### src/rtl/dec_fpr_pkg.sv
// Shared FPR writeback definitions: register-file geometry and the
// bank-switch sequencer state encoding.
package dec_fpr_pkg;

  localparam int FPR_ADDR_W = 5;
  localparam int FPR_DATA_W = 64;
  localparam int NPORTS     = 3;

  typedef enum logic [1:0] {
    ST_IDLE   = 2'd0,
    ST_DRAIN  = 2'd1,
    ST_SWITCH = 2'd2
  } fpr_bsw_state_e;

endpackage

### src/rtl/dec_fpr_wb_arb_if.sv
// Writeback request bus between the FPR result producers and the
// writeback arbiter: one valid/addr/data lane per requester, ready back.
interface dec_fpr_wb_arb_if
  import dec_fpr_pkg::*;
#(
  parameter int NREQ = 5
) ();

  logic [NREQ-1:0]                 req_valid;
  logic [NREQ-1:0][FPR_ADDR_W-1:0] req_addr;
  logic [NREQ-1:0][FPR_DATA_W-1:0] req_data;
  logic [NREQ-1:0]                 req_ready;

  modport master (
    output req_valid, req_addr, req_data,
    input  req_ready
  );

  modport slave (
    input  req_valid, req_addr, req_data,
    output req_ready
  );

endinterface

### src/rtl/dec_fpr_rr_pick.sv
// Rotate-and-pick-three: scans requesters from ptr, granting up to three
// valid requests while skipping any whose address is already taken this cycle.
module dec_fpr_rr_pick
  import dec_fpr_pkg::*;
#(
  parameter int NREQ  = 5,
  parameter int IDX_W = $clog2(NREQ)
) (
  input  logic [NREQ-1:0]                 valid,
  input  logic [NREQ-1:0][FPR_ADDR_W-1:0] addr,
  input  logic [IDX_W-1:0]                ptr,
  output logic [NREQ-1:0]                 grant,
  output logic [NPORTS-1:0]               port_vld,
  output logic [NPORTS-1:0][IDX_W-1:0]    port_idx
);

  always_comb begin
    logic [1:0]                        n;
    logic [IDX_W:0]                    pos;
    logic [IDX_W-1:0]                  idx;
    logic                              conflict;
    logic [NPORTS-1:0][FPR_ADDR_W-1:0] port_addr;

    grant     = '0;
    port_vld  = '0;
    port_idx  = '0;
    port_addr = '0;
    n         = 2'd0;
    pos       = '0;
    idx       = '0;
    conflict  = 1'b0;

    for (int k = 0; k < NREQ; k++) begin
      pos = {1'b0, ptr} + (IDX_W+1)'(k);
      if (pos >= (IDX_W+1)'(NREQ)) pos = pos - (IDX_W+1)'(NREQ);
      idx = pos[IDX_W-1:0];

      // Two ports must never target the same register in one cycle.
      conflict = 1'b0;
      for (int p = 0; p < NPORTS; p++) begin
        if (port_vld[p] && (port_addr[p] == addr[idx])) conflict = 1'b1;
      end

      if (valid[idx] && !conflict && (n != 2'(NPORTS))) begin
        grant[idx]   = 1'b1;
        port_vld[n]  = 1'b1;
        port_idx[n]  = idx;
        port_addr[n] = addr[idx];
        n            = n + 2'd1;
      end
    end
  end

endmodule

### src/rtl/dec_fpr_wb_arb.sv
// FPR writeback arbiter: grants up to three conflict-free results per cycle
// onto registered write ports and sequences bank-ID switches around traffic.
module dec_fpr_wb_arb
  import dec_fpr_pkg::*;
#(
  parameter int NREQ           = 5,
  parameter int GPR_BANKS      = 1,
  parameter int GPR_BANKS_LOG2 = 1
) (
  input  logic                      clk,
  input  logic                      rst_l,
  dec_fpr_wb_arb_if.slave           rq,
  input  logic                      bank_sw_req,
  input  logic [GPR_BANKS_LOG2-1:0] bank_sw_id,
  output logic                      bank_sw_ack,
  output logic                      wen0,
  output logic                      wen1,
  output logic                      wen2,
  output logic [FPR_ADDR_W-1:0]     waddr0,
  output logic [FPR_ADDR_W-1:0]     waddr1,
  output logic [FPR_ADDR_W-1:0]     waddr2,
  output logic [FPR_DATA_W-1:0]     wd0,
  output logic [FPR_DATA_W-1:0]     wd1,
  output logic [FPR_DATA_W-1:0]     wd2,
  output logic                      wen_bank_id,
  output logic [GPR_BANKS_LOG2-1:0] wr_bank_id,
  output logic                      wb_busy
);

  localparam int IDX_W = $clog2(NREQ);

  if ((NREQ < 3) || (NREQ > 8)) begin : g_nreq_chk
    $error("dec_fpr_wb_arb: NREQ must be within 3..8");
  end
  if (GPR_BANKS > (1 << GPR_BANKS_LOG2)) begin : g_bank_chk
    $error("dec_fpr_wb_arb: GPR_BANKS_LOG2 too narrow for GPR_BANKS");
  end

  fpr_bsw_state_e                    state_q;
  logic                              bank_sw_ack_q;
  logic                              wen_bank_id_q;
  logic [GPR_BANKS_LOG2-1:0]         wr_bank_id_q;

  logic [IDX_W-1:0]                  rr_ptr_q, rr_ptr_d;
  logic [NPORTS-1:0]                 wen_q, wen_d;
  logic [NPORTS-1:0][FPR_ADDR_W-1:0] waddr_q, waddr_d;
  logic [NPORTS-1:0][FPR_DATA_W-1:0] wd_q, wd_d;

  logic                              grant_en;
  logic [NREQ-1:0]                   pick_valid;
  logic [NREQ-1:0]                   grant;
  logic [NPORTS-1:0]                 port_vld;
  logic [NPORTS-1:0][IDX_W-1:0]      port_idx;

  // A pending switch request blocks grants in the very cycle it is seen.
  assign grant_en   = (state_q == ST_IDLE) && !bank_sw_req;
  assign pick_valid = rq.req_valid & {NREQ{grant_en}};

  dec_fpr_rr_pick #(
    .NREQ  (NREQ),
    .IDX_W (IDX_W)
  ) u_pick (
    .valid    (pick_valid),
    .addr     (rq.req_addr),
    .ptr      (rr_ptr_q),
    .grant    (grant),
    .port_vld (port_vld),
    .port_idx (port_idx)
  );

  assign rq.req_ready = grant;

  always_comb begin
    logic [IDX_W-1:0] last;
    logic [IDX_W:0]   nxt;

    last = port_vld[2] ? port_idx[2] : (port_vld[1] ? port_idx[1] : port_idx[0]);
    nxt  = {1'b0, last} + (IDX_W+1)'(1);
    if (nxt == (IDX_W+1)'(NREQ)) nxt = '0;
    rr_ptr_d = (|port_vld) ? nxt[IDX_W-1:0] : rr_ptr_q;

    for (int p = 0; p < NPORTS; p++) begin
      wen_d[p]   = port_vld[p];
      waddr_d[p] = port_vld[p] ? rq.req_addr[port_idx[p]] : waddr_q[p];
      wd_d[p]    = port_vld[p] ? rq.req_data[port_idx[p]] : wd_q[p];
    end
  end

  always_ff @(posedge clk or negedge rst_l) begin
    if (!rst_l) begin
      rr_ptr_q <= '0;
      wen_q    <= '0;
      waddr_q  <= '0;
      wd_q     <= '0;
    end else begin
      rr_ptr_q <= rr_ptr_d;
      wen_q    <= wen_d;
      waddr_q  <= waddr_d;
      wd_q     <= wd_d;
    end
  end

  // Bank-ID flops only update once every write port has gone quiet.
  always_ff @(posedge clk or negedge rst_l) begin
    if (!rst_l) begin
      state_q       <= ST_IDLE;
      bank_sw_ack_q <= 1'b0;
      wen_bank_id_q <= 1'b0;
      wr_bank_id_q  <= '0;
    end else begin
      bank_sw_ack_q <= 1'b0;
      wen_bank_id_q <= 1'b0;
      case (state_q)
        ST_IDLE: begin
          if (bank_sw_req) state_q <= ST_DRAIN;
        end
        ST_DRAIN: begin
          if (wen_q == '0) begin
            state_q       <= ST_SWITCH;
            bank_sw_ack_q <= 1'b1;
            wen_bank_id_q <= 1'b1;
            wr_bank_id_q  <= bank_sw_id;
          end
        end
        ST_SWITCH: begin
          state_q <= ST_IDLE;
        end
        default: begin
          state_q <= ST_IDLE;
        end
      endcase
    end
  end

  assign wen0        = wen_q[0];
  assign wen1        = wen_q[1];
  assign wen2        = wen_q[2];
  assign waddr0      = waddr_q[0];
  assign waddr1      = waddr_q[1];
  assign waddr2      = waddr_q[2];
  assign wd0         = wd_q[0];
  assign wd1         = wd_q[1];
  assign wd2         = wd_q[2];
  assign bank_sw_ack = bank_sw_ack_q;
  assign wen_bank_id = wen_bank_id_q;
  assign wr_bank_id  = wr_bank_id_q;
  assign wb_busy     = (|rq.req_valid) | (|wen_q);

endmodule

### src/flat_wrapper.sv
// flat-port wrapper written by rule: the top's interface ports become plain ports
module dec_fpr_wb_arb_flat import dec_fpr_pkg::*;
#(
  parameter int NREQ           = 5,
  parameter int GPR_BANKS      = 1,
  parameter int GPR_BANKS_LOG2 = 1
)
  (clk, rst_l, bank_sw_req, bank_sw_id, bank_sw_ack, wen0, wen1, wen2, waddr0, waddr1, waddr2, wd0, wd1, wd2, wen_bank_id, wr_bank_id, wb_busy, rq_req_valid, rq_req_addr, rq_req_data, rq_req_ready);
  dec_fpr_wb_arb_if #(.NREQ(NREQ)) rq_i ();
  input  logic clk;
  input  logic rst_l;
  input  logic bank_sw_req;
  input  logic [GPR_BANKS_LOG2-1:0] bank_sw_id;
  output logic bank_sw_ack;
  output logic wen0;
  output logic wen1;
  output logic wen2;
  output logic [FPR_ADDR_W-1:0] waddr0;
  output logic [FPR_ADDR_W-1:0] waddr1;
  output logic [FPR_ADDR_W-1:0] waddr2;
  output logic [FPR_DATA_W-1:0] wd0;
  output logic [FPR_DATA_W-1:0] wd1;
  output logic [FPR_DATA_W-1:0] wd2;
  output logic wen_bank_id;
  output logic [GPR_BANKS_LOG2-1:0] wr_bank_id;
  output logic wb_busy;
  input wire logic [$bits(rq_i.req_valid)-1:0] rq_req_valid;
  input wire logic [$bits(rq_i.req_addr)-1:0] rq_req_addr;
  input wire logic [$bits(rq_i.req_data)-1:0] rq_req_data;
  output wire logic [$bits(rq_i.req_ready)-1:0] rq_req_ready;
  assign rq_i.req_valid = rq_req_valid;
  assign rq_i.req_addr = rq_req_addr;
  assign rq_i.req_data = rq_req_data;
  assign rq_req_ready = rq_i.req_ready;
  dec_fpr_wb_arb #(.NREQ(NREQ), .GPR_BANKS(GPR_BANKS), .GPR_BANKS_LOG2(GPR_BANKS_LOG2)) u_core (.clk(clk), .rst_l(rst_l), .rq(rq_i), .bank_sw_req(bank_sw_req), .bank_sw_id(bank_sw_id), .bank_sw_ack(bank_sw_ack), .wen0(wen0), .wen1(wen1), .wen2(wen2), .waddr0(waddr0), .waddr1(waddr1), .waddr2(waddr2), .wd0(wd0), .wd1(wd1), .wd2(wd2), .wen_bank_id(wen_bank_id), .wr_bank_id(wr_bank_id), .wb_busy(wb_busy));
endmodule
### config.mk
export PLATFORM = sky130hd
export DESIGN_NAME = dec_fpr_wb_arb_flat
export DESIGN_NICKNAME = d
export VERILOG_FILES = /design/src/rtl/dec_fpr_pkg.sv /design/src/rtl/dec_fpr_wb_arb_if.sv /design/src/rtl/dec_fpr_rr_pick.sv /design/src/rtl/dec_fpr_wb_arb.sv /design/src/flat_wrapper.sv
export SDC_FILE = /design/constraint.sdc
export NUM_CORES = 1
export LEC_CHECK = 0
export BUFFER_PORTS_ARGS = -buffer_cell sky130_fd_sc_hd__clkbuf_2
export CORE_AREA = 2 2 225 227
export DETAILED_ROUTE_END_ITERATION = 8
export DIE_AREA = 0 0 227 229
export PLACE_DENSITY = 0.64
export SLEW_MARGIN = 10
export SYNTH_ARGS = -nofsm -noshare
export SYNTH_HDL_FRONTEND = slang
export SYNTH_SLANG_ARGS = --single-unit
export TNS_END_PERCENT = 10
### constraint.sdc
create_clock -name clk -period 14.8 [get_ports clk]
set_input_delay 0.74 -clock clk [delete_from_list [all_inputs] [get_ports clk]]
set_output_delay 0.74 -clock clk [all_outputs]
set_load 0.005 [all_outputs]
[Word level (Yosys, flattened, before mapping)]
Index checks and enable logic that the tools add are counted.
Cells by class
  $add $sub $neg: 13
  order comparisons: 26
  eq/ne operators: 18
  muxes and demuxes: 117
  bitwise logic cells: 10
  reductions and logical operators: 40
Operator list (count)
  $bmux 64 s3: 3
  $mux 64: 3
  $bmux 5 s3: 8
  $mux 5: 17
  $mux 3: 17
  $eq 5x5->1: 10
  $bwmux 15: 3
  $mux 15: 3
  $bwmux 9: 4
  $mux 9: 4
  $lt 3x4->1 const B: 8
  $demux 5 s2: 3
  $logic_and 1x1->1: 28
  $mux 1: 28
  $demux 3 s2: 4
  $or 5x5->5: 4
  $ge 4x3->1 const B: 4
  $bmux 1 s3: 5
  $demux 1 s3: 5
  $ge 3x1->1 const B: 5
  $sub 3x3->3 const B: 5
  $lt 2x3->1 const B: 4
  $mux 2: 5
  $ne 2x2->1 const B: 5
  other kinds (21): 39
Storage, ports and cells
  flip-flop bits (word level): 217
  input bits: 354
  output and inout port bits: 219
  word-level logic and storage cells: 235

[Logic depth before layout (Yosys ltp)]
Gate-level depths: netlist of the first run.
  depth in word-level cells: 45
  depth in mapped cells: 38
  mapped depth without buffers: 33

[Hierarchy]
From an unflattened synthesis of the first run, not the netlist that was laid out.
Unflattened totals
  cells, all modules: 1982
  area total of the unflattened synthesis: 19376.1 um^2
Modules (own cells, without submodules)
  dec_fpr_wb_arb: times used 1, cells each 1291, area each 14620.3 um^2, sequential area each 5430.2 um^2
  dec_fpr_rr_pick: times used 1, cells each 691, area each 4755.8 um^2, sequential area each 0.0 um^2

[Worst setup path before layout of the first run]
No wires, ideal clock.
  path kind: register -> register
  start point: register u_core.rr_ptr_q[1]
  end point: register u_core.rr_ptr_q[2]
  arrival: 8.066 ns
  setup slack: 6.609 ns
  stages on the path, launching flop included: 34
  path buffers: 4
  period minus slack after synthesis: 8.191 ns
  path through: dfrtp_1 clkbuf_1 inv_1 ha_1 buf_2 a221oi_1 mux2i_1 a211oi_1 o31ai_1 xnor2_1 and3_1 nand4_1 nand2b_1 inv_1 ha_1 nand2_1 and3_1 clkbuf_1 a221o_1 xnor2_1 a2111o_1 a31oi_1 nand3_1 nand4_2 mux2_1 nand3b_4 nor3b_4 mux2i_2 clkbuf_1 mux2i_1 a21o_1 ha_1 xnor2_1 a2bb2o_1
On the way
  cells in the longest elaborated chain, start to end: 44
  elaborated cells between the ends (all ways): 157
  those cells by class: 13 x add/sub; 13 x order compare; 15 x eq/ne; 85 x mux; 4 x bitwise; 27 x reduce/logical
Ends and longest elaborated chain
  from (decl): RTL line dec_fpr_wb_arb.sv:44  | logic [IDX_W-1:0] rr_ptr_q, rr_ptr_d;
  from (signal assigned): RTL line dec_fpr_wb_arb.sv:96  | rr_ptr_q <= rr_ptr_d;
  $add 3x1->4 (tied with other cells): RTL line dec_fpr_rr_pick.sv:34  | pos = {1'b0, ptr} + (IDX_W+1)'(k);
  $ge 4x3->1 (tied with other cells): RTL line dec_fpr_rr_pick.sv:35  | if (pos >= (IDX_W+1)'(NREQ)) pos = pos - (IDX_W+1)'(NREQ);
  $mux 3 (tied with other cells): RTL line dec_fpr_rr_pick.sv:35
  $bmux 5 s3 (tied with other cells): RTL line dec_fpr_rr_pick.sv:41, dec_fpr_rr_pick.sv:48
  $mux 5, on equally long branches: RTL line dec_fpr_rr_pick.sv:41, dec_fpr_rr_pick.sv:48, dec_fpr_rr_pick.sv:44
  $eq 5x5->1: RTL line dec_fpr_rr_pick.sv:41  | if (port_vld[p] && (port_addr[p] == addr[idx])) conflict = 1'b1;
  $logic_and 1x1->1: RTL line dec_fpr_rr_pick.sv:41
  $mux 1: RTL line dec_fpr_rr_pick.sv:41
  [... 24 more ...]
  $mux 1 (3 in series): RTL line dec_fpr_rr_pick.sv:41
  $logic_not 1->1: RTL line dec_fpr_rr_pick.sv:44  | if (valid[idx] && !conflict && (n != 2'(NPORTS))) begin
  $logic_and 1x1->1 (2 in series): RTL line dec_fpr_rr_pick.sv:44
  $mux 9 or $mux 3 (tied branches): RTL line dec_fpr_rr_pick.sv:44
  $mux 3 (2 in series): RTL line dec_fpr_wb_arb.sv:77  | last = port_vld[2] ? port_idx[2] : (port_vld[1] ? port_idx[1] : port_idx[0]);
  $add 3x1->4: RTL line dec_fpr_wb_arb.sv:78  | nxt = {1'b0, last} + (IDX_W+1)'(1);
  $eq 4x3->1: RTL line dec_fpr_wb_arb.sv:79  | if (nxt == (IDX_W+1)'(NREQ)) nxt = '0;
  $mux 3: RTL line dec_fpr_wb_arb.sv:79
Several ways; a longest one is shown, not always the timed one. The select of a mux whose other input is x is not followed.
A chain may end at the register's enable or synchronous reset.

[Worst setup path in the final report of the first run]
  start point: register u_core.rr_ptr_q[0]
  end point: register u_core.rr_ptr_q[2]
Same word-level chain as after synthesis.

==> flow_metrics.env, run 1 <==
export IMPL_num_vias=21100
export IMPL_synth_edf_count=0
export IMPL_slowest_stage="buf_4"
export IMPL_num_rows=82
export IMPL_drc_errors=0
export IMPL_h_tree_depth=1
export IMPL_syn_area_per_cell_um2=9.23
export IMPL_vias_per_cell=6.44
export IMPL_layout_commonest_cell="clkbuf_2"
export IMPL_routabilityCongestion=0.984
export IMPL_die_area_um2=52000
export IMPL_clk_pin_slew_ps=60
export IMPL_holdCritPathClass="in -> async"
export IMPL_first_pass_iters=5
export IMPL_die_w_um=227
export IMPL_clockBufferDepth=3
export IMPL_hold_buffers=0
export IMPL_wl_mm=91.5
export IMPL_netlist_area_leader_share=0.276
export IMPL_power_frac_comb=0.771
export IMPL_critPathMaxStageDelay_ps=960
export IMPL_gr_usage_all_layers=0.339
export IMPL_syn_inst=2135
export IMPL_power_leakage_nw=11.2
export IMPL_post_route_min_period_ps=10950
export IMPL_setup_violations=0
export IMPL_clk_latency_ps=590
export IMPL_irDropWorstVdd_mv=0.272
export IMPL_slew_headroom=0.105
export IMPL_ys_flop_type="dfrtp_1"
export IMPL_coreArea_um2=49700
export IMPL_worstSetupStartpointType="flop"
export IMPL_drt_first_iter_violations=1795
export IMPL_async_flop_share=1.00
export IMPL_nets=2947
export IMPL_grt_pass1_wl_mm=134
export IMPL_synth_area_um2=19700
export IMPL_synth_area_top_cells="dfrtp_1 28%, mux2i_1 15%, mux4_2 8.1%"
export IMPL_io_buffer_count=572
export IMPL_critPathKind="reg -> reg"
export IMPL_layout_common_cells="571 x clkbuf_2, 337 x nand2_1, 289 x mux2i_1, 217 x dfrtp_1, 143 x a22oi_1"
export IMPL_syn_nets=2507
export IMPL_maxSlewViolCount=0
export IMPL_required_ps=15260
export IMPL_detail_route_wl_per_cell_um=27.9
export IMPL_yosysWarnings=0
export IMPL_endpoint_kind="flop"
export IMPL_p_per_area_nw_per_um2=325
export IMPL_synth_top_area_cell="dfrtp_1"
export IMPL_min_period_over_period=0.740
export IMPL_seqPwrFrac=0.139
export IMPL_start_util=0.397
export IMPL_rr_worst_depth=32
export IMPL_tns_ps=0
export IMPL_grt_pass1_vias=20700
export IMPL_post_cts_buffers=0
export IMPL_critPathArrivalTime_ps=11410
export IMPL_synth_cell_type_count=95
export IMPL_gr_total_overflow=0
export IMPL_cp_max_fo=70
export IMPL_cts_sinks=217
export IMPL_drv_cap=0
export IMPL_crit_buf_inv=6
export IMPL_ant_nets=0
export IMPL_cts_root_buffer="clkbuf_16"
export IMPL_power_mw=7.72
export IMPL_p_int_mw=3.60
export IMPL_critPathMostFrequentCell="ha_1"
export IMPL_path_delay_family="simple AND/OR/NAND/NOR gates"
export IMPL_final_setup_skew_ps=19.0
export IMPL_antenna_found_initial=8
export IMPL_status="complete, no violations"
export IMPL_cts_tree="done"
export IMPL_grt_max_degree=140
export IMPL_dieHeight_um=229
export IMPL_pin_count=573
export IMPL_rsz0062_at_grt="no"
export IMPL_area_delta_synth_final_pct=20.5
export IMPL_hpwl_mm=63.4
export IMPL_numCtsBuffers=28
export IMPL_max_slew_worst_pin_slew_ps=1340
export IMPL_p_sw_mw=4.12
export IMPL_switching_share=0.533
export IMPL_critical_path_depth=32
export IMPL_layout_drive_gt1_share=0.320
export IMPL_hold_viol_final=0
export IMPL_yosysSeqAreaShare=0.276
export IMPL_cts_repair_resized=0
export IMPL_fmax_ghz=0.0913
export IMPL_ys_seq_elements=217
export IMPL_power_frac_clock=0.090
-- worst reg2reg max path, delay by kind of cell, from the launching register on --
| kind | cells | cell delay (ps) |
|---|---|---|
| AND/OR/NAND/NOR | 10 | 2840 |
| buffers and inverters | 6 | 2790 |
| multiplexers | 3 | 980 |
| flip-flops | 1 | 320 |
| adder cells (fa/ha/maj) | 4 | 1260 |
| XOR/XNOR | 2 | 260 |
| AO/OA/AOI/OAI | 7 | 2400 |
-- synth_stat cells (53+ instances only) --
| master | instances |
|---|---|
| nor2_1 | 53 |
| o22ai_1 | 77 |
| buf_2 | 55 |
| a22oi_1 | 143 |
| nand2_1 | 338 |
| o21ai_1 | 79 |
| mux2_2 | 76 |
| mux2i_1 | 291 |
| o22a_1 | 72 |
| dfrtp_1 | 217 |
| clkbuf_1 | 91 |
| mux4_2 | 71 |
-- metrics by stage --
| step | setup WS (ps) | cell area, um^2 | hold WS [ps] | utilization | std cells |
|---|---|---|---|---|---|
| after floorplan | 6610 | 19700 | 434 | - | 2135 |
| after global placement | 4480 | 22800 | 465 | 0.459 | 3217 |
| after detailed placement | 4270 | 22800 | 476 | 0.459 | 3217 |
| after CTS | 4210 | 23700 | 222 | 0.478 | 3269 |
| after global routing | 3340 | 23700 | 237 | 0.478 | 3274 |
| final | 3850 | 23700 | 170 | 0.478 | 3274 |
-- cell families after synthesis --
logic type | synth area share
AOI/OAI and AO/OA | 0.235
xor gates and xnor gates | 0.0182
adders and majority gates | 0.0118
buffers and inverters | 0.0571
DFF | 0.276
muxes | 0.274
and+or+nand+nor | 0.128
-- flip-flops by register name (all words and copies together), names as in the netlist --
register and cells:
u_core.wr_bank_id 1, u_core.waddr0 5, u_core.state_q 2, u_core.wd2 64
u_core.rr_ptr_q 3, u_core.wd0 64, u_core.wen_q 3, u_core.waddr1 5
u_core.bank_sw_ack 1, u_core.wd1 64, u_core.waddr2 5
-- power groups by stage --
stage	Clock (mW)	Sequential (mW)	Combinational [mW]
2_1_floorplan	0	1.05	4.09
3_3_place_gp	0	1.06	5.73
3_5_place_dp	0	1.07	5.80
4_1_cts	0.709	1.07	5.82
5_1_grt	0.734	1.10	6.34
6_report	0.698	1.07	5.95
-- cell type report --
cell class | count | area (um^2)
inverters | 38 | 145
flip-flops and latches | 217 | 5430
repair buffers | 599 | 3100
clock inverters | 10 | 110
well taps | 672 | 841
diodes | 5 | 12.5
clock buffers | 42 | 833
multi-input cells | 1691 | 13300
fillers | 4801 | 25900
-- per-layer routing --
layer	share of wire	GRT usage	wire length (um)	up-vias
met1	0.38	0.420	35100	10400
met3	0.10	0.0861	9480	299
met5	0.00013	0	12	-
li1	-	-	-	9081
met4	0.065	0.209	5960	2
met2	0.45	0.527	40900	1325
-- final timing paths --
check / end / slack, ps / from
setup / recovery: u_core.rr_ptr_q[2] / 3850 / u_core.rr_ptr_q[0]
hold / removal: u_core.wd0[45] / 170 / rst_l
setup reg to reg: u_core.rr_ptr_q[2] / 3850 / u_core.rr_ptr_q[0]
hold reg to reg: u_core.state_q[0] / 480 / u_core.state_q[1]
max in group asynchronous: u_core.wd0[46] / 13190 / rst_l
min in group clk: u_core.wr_bank_id / 400 / bank_sw_id
No activity file was read; power rests on OpenSTA's default activity.
==> run 2: changes to the inputs <==
==> constraint.sdc (replaced) <==
create_clock -name clk -period 11.2 [get_ports clk]
set_input_delay 0.56 -clock clk [delete_from_list [all_inputs] [get_ports clk]]
set_output_delay 0.56 -clock clk [all_outputs]
set_load 0.005 [all_outputs]
==> run 2 against run 1 <==
Against the previous run: the flow now finishes with violations (hold timing); flip-flop and latch count stayed put; final cell count grew 0.79%; hold slack worse by 170 ps; clock power increased by 43%; utilization increased by 0.62 points; register-to-register slack got worse by 3000 ps; via count grew 1.5%; global-route usage rose by 0.72 points; highest routed layer is now met4.
==> flow_metrics.env, run 2 (synthesized netlist as in run 1, its figures left out) <==
export IMPL_critPathMaxStageDelay_ps=960
export IMPL_p_int_mw=4.90
export IMPL_required_ps=10640
export IMPL_wl_mm=93.6
export IMPL_power_mw=10.5
export IMPL_grt_pass1_vias=21200
export IMPL_cts_sinks=217
export IMPL_post_cts_buffers=0
export IMPL_final_cells=3300
export IMPL_drt_first_iter_violations=2106
export IMPL_cts_repair_resized=0
export IMPL_num_vias=21400
export IMPL_post_route_min_period_ps=10390
export IMPL_setup_violations=0
export IMPL_endpoint_kind="output port"
export IMPL_fin_hold_ws_ps=-4.77
export IMPL_tns_ps=0
export IMPL_die_area_um2=52000
export IMPL_clk_latency_ps=600
export IMPL_max_slew_worst_pin_slew_ps=1170
export IMPL_slew_headroom=0.218
export IMPL_clk_pin_slew_ps=60
export IMPL_status="complete, but fails checks"
export IMPL_detail_route_wl_per_cell_um=28.4
export IMPL_die_w_um=227
export IMPL_p_per_area_nw_per_um2=435
export IMPL_hpwl_mm=67.7
export IMPL_placed_cell_area_um2=23000
export IMPL_power_leakage_nw=11.4
export IMPL_rr_worst_depth=29
export IMPL_io_buffer_count=572
export IMPL_maxSlewViolCount=0
export IMPL_vias_per_cell=6.49
export IMPL_layout_commonest_cell="clkbuf_2"
export IMPL_ant_nets=0
export IMPL_grt_max_degree=96
export IMPL_critPathKind="reg -> out"
export IMPL_power_frac_clock=0.096
export IMPL_antenna_found_initial=7
export IMPL_coreArea_um2=49700
export IMPL_worstSetupStartpointType="flop"
export IMPL_first_pass_iters=6
export IMPL_r2r_start="u_core.rr_ptr_q[1]"
export IMPL_slowest_stage="mux2i_1"
export IMPL_switching_share=0.531
export IMPL_violations="hold timing"
export IMPL_start_util=0.397
export IMPL_nFillCells=4806
export IMPL_grt_pass1_wl_mm=137
export IMPL_power_frac_comb=0.768
export IMPL_dp_cells=3240
export IMPL_min_period_over_period=0.928
export IMPL_stdcell_area_um2=24000
export IMPL_layout_drive_gt1_share=0.325
export IMPL_drv_cap=0
export IMPL_critPathArrivalTime_ps=9830
export IMPL_hold_buffers=0
export IMPL_numCtsBuffers=29
export IMPL_nets=2971
export IMPL_reg2reg_setup_slack_ps=860
export IMPL_irDropWorstVdd_mv=0.345
export IMPL_hold_viol_final=3
export IMPL_gr_total_overflow=0
export IMPL_area_delta_synth_final_pct=22.0
export IMPL_layout_common_cells="571 x clkbuf_2, 337 x nand2_1, 289 x mux2i_1, 217 x dfrtp_1, 143 x a22oi_1"
export IMPL_rsz0062_at_grt="no"
export IMPL_cp_max_fo=13
export IMPL_cts_root_buffer="clkbuf_16"
export IMPL_h_tree_depth=1
export IMPL_num_rows=82
export IMPL_clockBufferDepth=3
export IMPL_final_setup_skew_ps=25.3
export IMPL_seqPwrFrac=0.136
export IMPL_cts_tree="done"
export IMPL_routabilityCongestion=1.01
export IMPL_pin_count=573
export IMPL_p_sw_mw=5.55
export IMPL_dieHeight_um=229
export IMPL_r2r_end="u_core.wd1[2]"
export IMPL_drc_errors=0
export IMPL_fmax_ghz=0.0962
export IMPL_gr_usage_all_layers=0.346
export IMPL_holdCritPathClass="in -> async"
-- run 2: cell type report --
type,instances,area [um^2],area share
sequential,217,5430,0.226
multi-input combinational,1691,13300,0.551
clock buffer,42,825,0.0343
clock inverter,11,178,0.00739
antenna,7,17.5,0.000729
timing repair buffer,622,3350,0.139
inverter,38,145,0.00604
tap,672,841,0.0350
-- run 2: layer usage --
layer / routed length (um) / vias up / GRT usage
met5: 0 / - / 0
met4: 5630 / 0 / 0.191
met3: 8170 / 294 / 0.0648
met2: 43200 / 1343 / 0.556
met1: 36600 / 10600 / 0.438
li1: - / 9128 / -
-- run 2: worst max path at each step --
stage / startpoint / endpoint / slack (ps) / depth (start not counted)
after floorplan: u_core.rr_ptr_q[1] / u_core.rr_ptr_q[2] / 3010 / 33
after global placement: u_core.rr_ptr_q[1] / u_core.wd2[27] / 1360 / 32
after detailed placement: u_core.rr_ptr_q[1] / u_core.wd2[27] / 1280 / 32
after CTS: u_core.rr_ptr_q[1] / rq_req_ready[2] / 1130 / 28
after global routing: u_core.rr_ptr_q[2] / u_core.wd1[25] / 350 / 29
final: u_core.rr_ptr_q[1] / rq_req_ready[3] / 810 / 27
-- run 2: power by group through the flow --
stage,Sequential (mW),Clock [mW],Combinational [mW]
floorplan,1.39,0,5.41
global placement,1.41,0,7.76
detailed placement,1.42,0,7.83
CTS,1.42,1.02,7.86
global route,1.46,1.04,8.52
finish,1.42,0.999,8.03
-- run 2: critical path, delay by kind of cell, from the launching register on --
| kind | cells | cell delay [ps] |
|---|---|---|
| XOR/XNOR | 2 | 310 |
| AND/OR/NAND/NOR | 10 | 2410 |
| multiplexers | 2 | 1340 |
| buffers and inverters | 4 | 900 |
| AO/OA/AOI/OAI | 7 | 2790 |
| flip-flops | 1 | 680 |
| adder cells (fa/ha/maj) | 2 | 770 |
-- run 2: per-stage QoR --
| step | setup slack [ps] | utilization |
|---|---|---|
| 2_1_floorplan | 3010 | - |
| 6_report | 805 | 0.484 |
| 5_1_grt | 346 | 0.484 |
| 3_3_place_gp | 1360 | 0.464 |
| 3_5_place_dp | 1280 | 0.464 |
| 4_1_cts | 1130 | 0.484 |
